$ cat src/rtl/tik_sched.sv
// tik_sched: timestep scheduler for the neuron work controller.
// Issues a TIK_HIGH-cycle tik pulse at the start of every timestep. Timesteps are
// period_l cycles long, where period_l = max(period, MIN_PERIOD) is latched at run start.
// A timestep ends at its deadline only if the work controller and the spike path are idle.
// If either is busy, the end of the step is deferred and an overrun is flagged.
// Ports:
//   clk, rst_n          clock; asynchronous active-low reset
//   sched_en            run request (level); dropping it mid-run ends the run after the current step
//   period, step_num    cycles per timestep; timesteps to run (0 = free-run)
//   work_busy, spk_busy downstream busy indications, checked at the deadline
//   tik                 timestep pulse
//   step_cnt            completed timesteps this run (saturating)
//   overrun             one-cycle pulse when a deadline is missed
//   overrun_cnt         missed deadlines this run (saturating at 255)
//   sched_busy          scheduler not idle
//   sched_done          one-cycle pulse at the end of a run
//
// state | meaning
// IDLE  | waiting for sched_en
// TIK   | tik high, counting the TIK_HIGH pulse
// RUN   | tik low, counting up to the deadline
// WAIT  | deadline missed, waiting for both busy inputs to clear
// DONE  | run finished, sched_done high for one cycle
module tik_sched #(
  parameter int TW         = 16,
  parameter int STW        = 16,
  parameter int TIK_HIGH   = 4,
  parameter int MIN_PERIOD = TIK_HIGH + 4
) (
  input  logic           clk,
  input  logic           rst_n,
  input  logic           sched_en,
  input  logic [TW-1:0]  period,
  input  logic [STW-1:0] step_num,
  input  logic           work_busy,
  input  logic           spk_busy,
  output logic           tik,
  output logic [STW-1:0] step_cnt,
  output logic           overrun,
  output logic [7:0]     overrun_cnt,
  output logic           sched_busy,
  output logic           sched_done
);

  typedef enum logic [2:0] {IDLE, TIK, RUN, WAIT, DONE} state_t;

  localparam logic [TW-1:0]  MIN_P    = TW'(MIN_PERIOD);
  localparam logic [TW-1:0]  TIK_LAST = TW'(TIK_HIGH - 1);
  localparam logic [STW-1:0] STEP_MAX = '1;

  state_t         state, state_nx;
  logic [TW-1:0]  pc, pc_nx;
  logic [TW-1:0]  period_l, period_nx;
  logic [STW-1:0] step_num_l, step_num_nx;
  logic [STW-1:0] step_cnt_nx;
  logic [7:0]     ovr_cnt_nx;
  logic           stop_req, stop_nx;
  logic           overrun_nx;
  logic           step_end;
  logic           any_busy;

  assign any_busy   = work_busy | spk_busy;
  assign sched_busy = (state != IDLE);

  always_comb begin
    state_nx    = state;
    pc_nx       = pc;
    period_nx   = period_l;
    step_num_nx = step_num_l;
    step_cnt_nx = step_cnt;
    ovr_cnt_nx  = overrun_cnt;
    stop_nx     = stop_req;
    overrun_nx  = 1'b0;
    step_end    = 1'b0;

    case (state)
      IDLE: begin
        if (sched_en) begin
          state_nx    = TIK;
          period_nx   = (period < MIN_P) ? MIN_P : period;
          step_num_nx = step_num;
          step_cnt_nx = '0;
          ovr_cnt_nx  = '0;
          pc_nx       = '0;
          stop_nx     = 1'b0;
        end
      end
      TIK: begin
        pc_nx = pc + TW'(1);
        if (pc == TIK_LAST) state_nx = RUN;
      end
      RUN: begin
        if (pc == period_l - TW'(1)) begin
          if (any_busy) begin
            // pc is left at the deadline value while waiting
            state_nx   = WAIT;
            overrun_nx = 1'b1;
            if (overrun_cnt != 8'hFF) ovr_cnt_nx = overrun_cnt + 8'd1;
          end else begin
            step_end = 1'b1;
          end
        end else begin
          pc_nx = pc + TW'(1);
        end
      end
      WAIT: begin
        if (!any_busy) step_end = 1'b1;
      end
      DONE: state_nx = IDLE;
      default: state_nx = IDLE;
    endcase

    if (step_end) begin
      pc_nx = '0;
      if (step_cnt != STEP_MAX) step_cnt_nx = step_cnt + STW'(1);
      // compares the count before this step's increment
      if (stop_req || (step_num_l != '0 && step_cnt + STW'(1) == step_num_l))
        state_nx = DONE;
      else
        state_nx = TIK;
    end

    if ((state == TIK || state == RUN || state == WAIT) && !sched_en) stop_nx = 1'b1;
  end

  always_ff @(posedge clk or negedge rst_n) begin
    if (!rst_n) begin
      state       <= IDLE;
      pc          <= '0;
      period_l    <= '0;
      step_num_l  <= '0;
      stop_req    <= 1'b0;
      tik         <= 1'b0;
      step_cnt    <= '0;
      overrun     <= 1'b0;
      overrun_cnt <= '0;
      sched_done  <= 1'b0;
    end else begin
      state       <= state_nx;
      pc          <= pc_nx;
      period_l    <= period_nx;
      step_num_l  <= step_num_nx;
      stop_req    <= stop_nx;
      tik         <= (state_nx == TIK);
      step_cnt    <= step_cnt_nx;
      overrun     <= overrun_nx;
      overrun_cnt <= ovr_cnt_nx;
      sched_done  <= (state_nx == DONE);
    end
  end

endmodule

$ cat config.mk
export PLATFORM = sky130hd
export DESIGN_NAME = tik_sched
export DESIGN_NICKNAME = d
export VERILOG_FILES = /design/src/rtl/tik_sched.sv
export SDC_FILE = /design/constraint.sdc
export NUM_CORES = 1
export LEC_CHECK = 0
export CORE_MARGIN = 1
export CORE_UTILIZATION = 56
export DETAILED_ROUTE_END_ITERATION = 6
export HOLD_SLACK_MARGIN = 0.12
export MAX_ROUTING_LAYER = met4
export PLACE_DENSITY_LB_ADDON = 0.08
export RECOVER_POWER = 50
export SYNTH_ARGS = -nofsm -noshare
export SYNTH_HDL_FRONTEND = slang
export SYNTH_SLANG_ARGS = --single-unit
$ cat constraint.sdc
create_clock -name clk -period 4.1 [get_ports clk]
set_input_delay 0.82 -clock clk [delete_from_list [all_inputs] [get_ports clk]]
set_output_delay 0.82 -clock clk [all_outputs]
set_load 0.005 [all_outputs]
== Yosys cells after proc, flatten, opt, wreduce, memory -nomap -nowiden ==
Cells that the tools add are included.

* $add $sub $neg: 4
* Order comparisons: 1
* Eq/ne operators: 16
* Mux-type cells: 30
* Bitwise gates (word level): 1
* Reduce and logical (&&, ||, !) cells: 17

{| class="wikitable"
|+ Operator list
! kind !! count
|-
| two-way mux 16 bit || 8
|-
| case mux 16 bit (3 select lines) || 1
|-
| adder 16 x 1 -> 16 bit (second input constant) || 2
|-
| == test 16 bit || 2
|-
| two-way mux 8 bit || 4
|-
| two-way mux 3 bit || 6
|-
| == test 16 x 2 -> 1 bit (second input constant) || 1
|-
| less-than comparator 16 x 4 -> 1 bit (second input constant) || 1
|-
| != test 16 bit (second input constant) || 1
|-
| case mux 8 bit (2 select lines) || 1
|-
| nonzero test 16 bit || 1
|-
| subtractor 16 x 1 -> 16 bit (second input constant) || 1
|-
| case mux 3 bit (4 select lines) || 1
|-
| adder 8 x 1 -> 8 bit (second input constant) || 1
|-
| two-way mux 1 bit || 8
|-
| != test 2 bit (second input constant) || 4
|-
| != test 8 bit (second input constant) || 1
|-
| == test 3 x 1 -> 1 bit (second input constant) || 2
|-
| == test 3 x 2 -> 1 bit (second input constant) || 2
|-
| != test 3 bit (second input constant) || 2
|-
| nonzero test 2 bit || 3
|-
| AND reduction 5 bit || 1
|-
| AND reduction 2 bit || 2
|-
| nonzero test 4 bit || 1
|-
| 9 further kinds || 12
|}

* Register bits: 79
* Output and inout bits: 28
* Logic and storage cells: 79

== Logic depth before layout (Yosys ltp) ==
* Depth after elaboration: 7
* Mapped depth: 12
* Depth with buffers taken out: 10

== Worst setup path after synthesis ==
Ideal clock, no wire load.

* Path kind: reg-to-reg
* Start point: register period_l[0]
* End point: register pc[0]
* Library setup time: 125 ps
* Arrival: 2,890 ps
* Required time: 3,975 ps
* Slack: 1,085 ps
* Cell stages (with the launch flop): 13
* Path buffers: 2
* Cells stage by stage: dfrtp_1 > inv_1 > ha_1 > or4b_1 > buf_2 > a211o_1 > a21oi_2 > a21oi_2 > or4_4 > o21ai_4 > buf_6 > nor2_2 > mux2_2

* Cells in the longest elaborated chain, start to end: 6

{| class="wikitable"
|+ RTL lines
! element !! line !! source
|-
| from (decl) || 53 || <nowiki>logic [TW-1:0] period_l, period_nx;</nowiki>
|-
| from (signal assigned) || 141 || <nowiki>period_l <= period_nx;</nowiki>
|-
| subtractor 16 x 1 -> 16 bit * || 93 || <nowiki>if (pc == period_l - TW'(1)) begin</nowiki>
|-
| == test 16 bit * || 93 ||
|-
| two-way mux 1 bit || 93 ||
|-
| case mux 1 bit (2 select lines) || 76 || <nowiki>case (state)</nowiki>
|-
| != test 3 bit (no source line) or nonzero test 4 bit (tied branches) || - ||
|-
| AND reduction 3 bit (no source line) || - ||
|-
| to (signal assigned) || 140 || <nowiki>pc <= pc_nx;</nowiki>
|-
| to (decl) || 52 || <nowiki>logic [TW-1:0] pc, pc_nx;</nowiki>
|}

Mark *: on every way between the ends. The rest lies on a longest branch, timed or not.
A chain may end at the register's enable or synchronous reset.

== Worst setup path in the final report ==
Same ends and word-level chain as after synthesis.

==> run summary <==
startpoint of the worst hold path -> overrun_cnt[7]
largest cells by area after synthesis -> sky130_fd_sc_hd__dfrtp_1 (39%), sky130_fd_sc_hd__nand2_1 (8.8%), sky130_fd_sc_hd__xnor2_1 (3.7%)
worst-case vdd ir drop -> 0.000335 V
most instantiated library cell after synthesis -> sky130_fd_sc_hd__nand2_1
detailed-routing iteration count for the pre-antenna-repair pass -> 5
final total negative setup slack -> 0 ns
non-filler instance count after layout -> 764
Total Wirelength -> 12400 um
share of power burned in registers -> 43.2%
failing checks -> max-capacitance violations, max-slew violations
summed instance area of the synthesized netlist -> 5020 um2
count of placed standard cells including taps -> 748
ratio of final minimum period to clock period -> 82.9%
nets@finish -> 692
Endpoint, Worst Hold -> overrun_cnt[7]
Yosys top cell by area -> sky130_fd_sc_hd__dfrtp_1
starting DRC count in detailed routing -> 248
final weighted congestion in routability-driven placement -> 0.977
count of distinct cell types in the synthesized netlist -> 70
I/O pin cnt -> 65
synthesis warning total -> 0
maximum clock rate -> 294 MHz
Arr. time, crit path -> 3.64 ns
count of hold buffers inserted by post-cts repair -> 0
synthesized netlist net count -> 647
die width -> 96.7 um
initial core utilization -> 57.8%
Final min period -> 3.40 ns
setup violators final -> 0
proportion of synthesized chip area in sequential cells -> 39.4%
residual DRC count -> 0
core area -> 8680 um2
Power Density -> 522 nW/um2
kind of end point of the critical path -> flop
Synth async-reset ratio -> 100%
number of setup buffers added after CTS -> 0
RSZ-0062 raised after global routing -> false
number of stages on the worst hold path -> 1
outcome -> finished with violations
number of global-route vias before repair -> 4362
data required time of the worst path -> 4.35 ns
power share of the clock group -> 17.8%
Max Buffers Root-to-Sink -> 2
count of flip-flops with a built-in enable after synthesis -> 0
synthesized area divided by synthesized cell count -> 8.28 um2
diodes inserted -> 0
clock-pin slew on the worst setup and hold paths -> 0.09 ns
reg2reg start -> period_l[0]
worst setup slack for register-to-register paths -> 0.70 ns
Max transition margin -> -29.6%
clock skew after layout -> 0.0135 ns
per-cell via count in the routed design -> 6.15
wire per inst -> 16.2 um
sink count of the clock tree -> 79
antenna violations before repair -> 0
number of synthesized register bits -> 79
Synth Instances -> 606
Congestion Overflow GR -> 0
number of hold violations in the final report -> 0
share of post-route cells with drive strength above 1 -> 6.71%
global-route wire length before repair -> 21300 um
dominant synthesized flop cell -> sky130_fd_sc_hd__dfrtp_1
worst slew pin tran -> 1.94 ns
critical path class -> flop to flop
port buffer count -> 64
pin count of the biggest net entering global routing -> 80
clock insertion delay at the later pin of the skew report -> 0.35 ns
type of element launching the critical path -> flop
Max Cap Viol -> 2
most frequent cells after synthesis -> sky130_fd_sc_hd__nand2_1 (117), sky130_fd_sc_hd__dfrtp_1 (79), sky130_fd_sc_hd__nor2_1 (39)
count of antenna-violating nets left after detailed routing -> 0
floorplan die height -> 96.7 um
path type of the worst min-delay path -> flop to flop
Overall Global Routing Usage -> 28.4%
number of levels in the clock H-tree -> 3
via total after detailed routing -> 4697
post-DP HPWL -> 8940 um
count of pins over their slew limit -> 117
fraction of power consumed by combinational cells -> 39.0%
Crit Reg-Reg Endpoint -> pc[0]
# rows -> 34
largest fanout on the critical path -> 28
total leakage power -> 0.00241 uW
Synth top area share -> 39.4%
die outline area -> 9340 um2
cell internal power dissipation -> 1760 uW
layout overhead on the synthesized area -> 16.8%
R2R cell count -> 10
share of total power consumed by net switching -> 42.4%
post-CTS sizing -> 0
Root Buffer Master -> sky130_fd_sc_hd__clkbuf_8
TritonCTS clock tree -> done
switching component of the power -> 1290 uW
clock buffer count from CTS -> 9
## placed cells by master, fill, tap and decap left out, types with 6 or more instances in the layout
cell type,instances
sky130_fd_sc_hd__nand2b_1,9
sky130_fd_sc_hd__a22o_1,7
sky130_fd_sc_hd__nand3_1,34
sky130_fd_sc_hd__o31ai_1,6
sky130_fd_sc_hd__o211ai_1,8
sky130_fd_sc_hd__dfrtp_1,79
sky130_fd_sc_hd__or3_1,12
sky130_fd_sc_hd__buf_4,6
sky130_fd_sc_hd__inv_1,13
sky130_fd_sc_hd__nor2_1,39
sky130_fd_sc_hd__xnor2_1,21
sky130_fd_sc_hd__clkdlybuf4s50_1,62
sky130_fd_sc_hd__and3_1,10
sky130_fd_sc_hd__mux2i_1,7
sky130_fd_sc_hd__nor3_1,21
sky130_fd_sc_hd__or4_1,9
sky130_fd_sc_hd__xor2_1,14
sky130_fd_sc_hd__o21ai_0,23
sky130_fd_sc_hd__a31oi_1,7
sky130_fd_sc_hd__nand4_1,8
sky130_fd_sc_hd__nor4_1,20
sky130_fd_sc_hd__clkbuf_8,9
sky130_fd_sc_hd__a21oi_1,23
sky130_fd_sc_hd__nand2_1,117
## layer usage
layer / GRT usage [%] / share of wire, % / vias up
met1: 42.9 / 50 / 2223
met5: - / 0 / -
met4: 7.35 / 1.6 / 0
li1: - / - / 2281
met3: 3.11 / 5.7 / 21
met2: 40.8 / 42 / 172
## sequential cells by signal, summed over array words and instances, names as in the netlist
signal       count
overrun_cnt      8
step_num_l      16
overrun          1
period_l        16
stop_req         1
state            3
step_cnt        16
tik              1
pc              16
sched_done       1
## cell families (layout without fill, tap and decap cells)
family | after synthesis | in the layout | synth area share [%]
adders and majority gates | 4 | 4 | 0.997
muxes | 10 | 10 | 2.07
and+or+nand+nor | 314 | 314 | 31.7
AOI/OAI and AO/OA | 114 | 114 | 15.7
buffers and inverters | 50 | 100 | 4.09
DFF | 79 | 79 | 39.4
xor gates and xnor gates | 35 | 35 | 6.11
## metrics by stage
| stage | util [%] | area [um2] | hold slack, ns | setup WS, ns | total power [uW] |
|---|---|---|---|---|---|
| detailed placement | 65.5 | 5690 | 0.492 | 0.716 | 2510 |
| finish | 67.5 | 5860 | 0.504 | 0.703 | 3060 |
| floorplan | - | 5020 | 0.465 | 1.09 | 2150 |
| global route | 67.5 | 5860 | 0.548 | 0.444 | 3290 |
| global placement | 65.5 | 5690 | 0.491 | 0.845 | 2460 |
| CTS | 67.6 | 5870 | 0.508 | 0.698 | 3050 |
## final cells by class
class	count	area (um2)
multi-input combinational	477	2840
timing repair buffer	71	684
inverter	13	48.8
fill	741	2820
tap	108	135
clock buffer	9	124
clock inverter	7	55.1
sequential	79	1980
## how the worst max path moves through the flow
stage | from | endpoint | cells past startpoint
6_report | period_l[0] | pc[0] | 10
5_1_grt | period_l[0] | pc[0] | 10
4_1_cts | period_l[0] | pc[0] | 10
3_5_place_dp | period_l[0] | pc[0] | 9
3_3_place_gp | period_l[0] | pc[0] | 10
2_1_floorplan | period_l[0] | pc[0] | 12
## critical path, stage by stage, from the launching register on
cell and delay [ns]:
sky130_fd_sc_hd__dfrtp_1 0.45, sky130_fd_sc_hd__inv_1 0.10, sky130_fd_sc_hd__ha_1 0.22, sky130_fd_sc_hd__or4b_1 0.57, sky130_fd_sc_hd__a211o_1 0.29, sky130_fd_sc_hd__a21oi_2 0.15
sky130_fd_sc_hd__a21oi_2 0.07, sky130_fd_sc_hd__or4_4 0.55, sky130_fd_sc_hd__o21ai_4 0.48, sky130_fd_sc_hd__nor2_2 0.11, sky130_fd_sc_hd__mux2_2 0.28
## power groups by stage
| stage | sequential (uW) | combinational, uW | clock [uW] |
|---|---|---|---|
| finish | 1320 | 1190 | 544 |
| global route | 1360 | 1340 | 586 |
| CTS | 1310 | 1190 | 553 |
| detailed placement | 1330 | 1180 | 0 |
| global placement | 1310 | 1140 | 0 |
| floorplan | 1170 | 979 | 0 |
(Power assumes the default switching activity.)
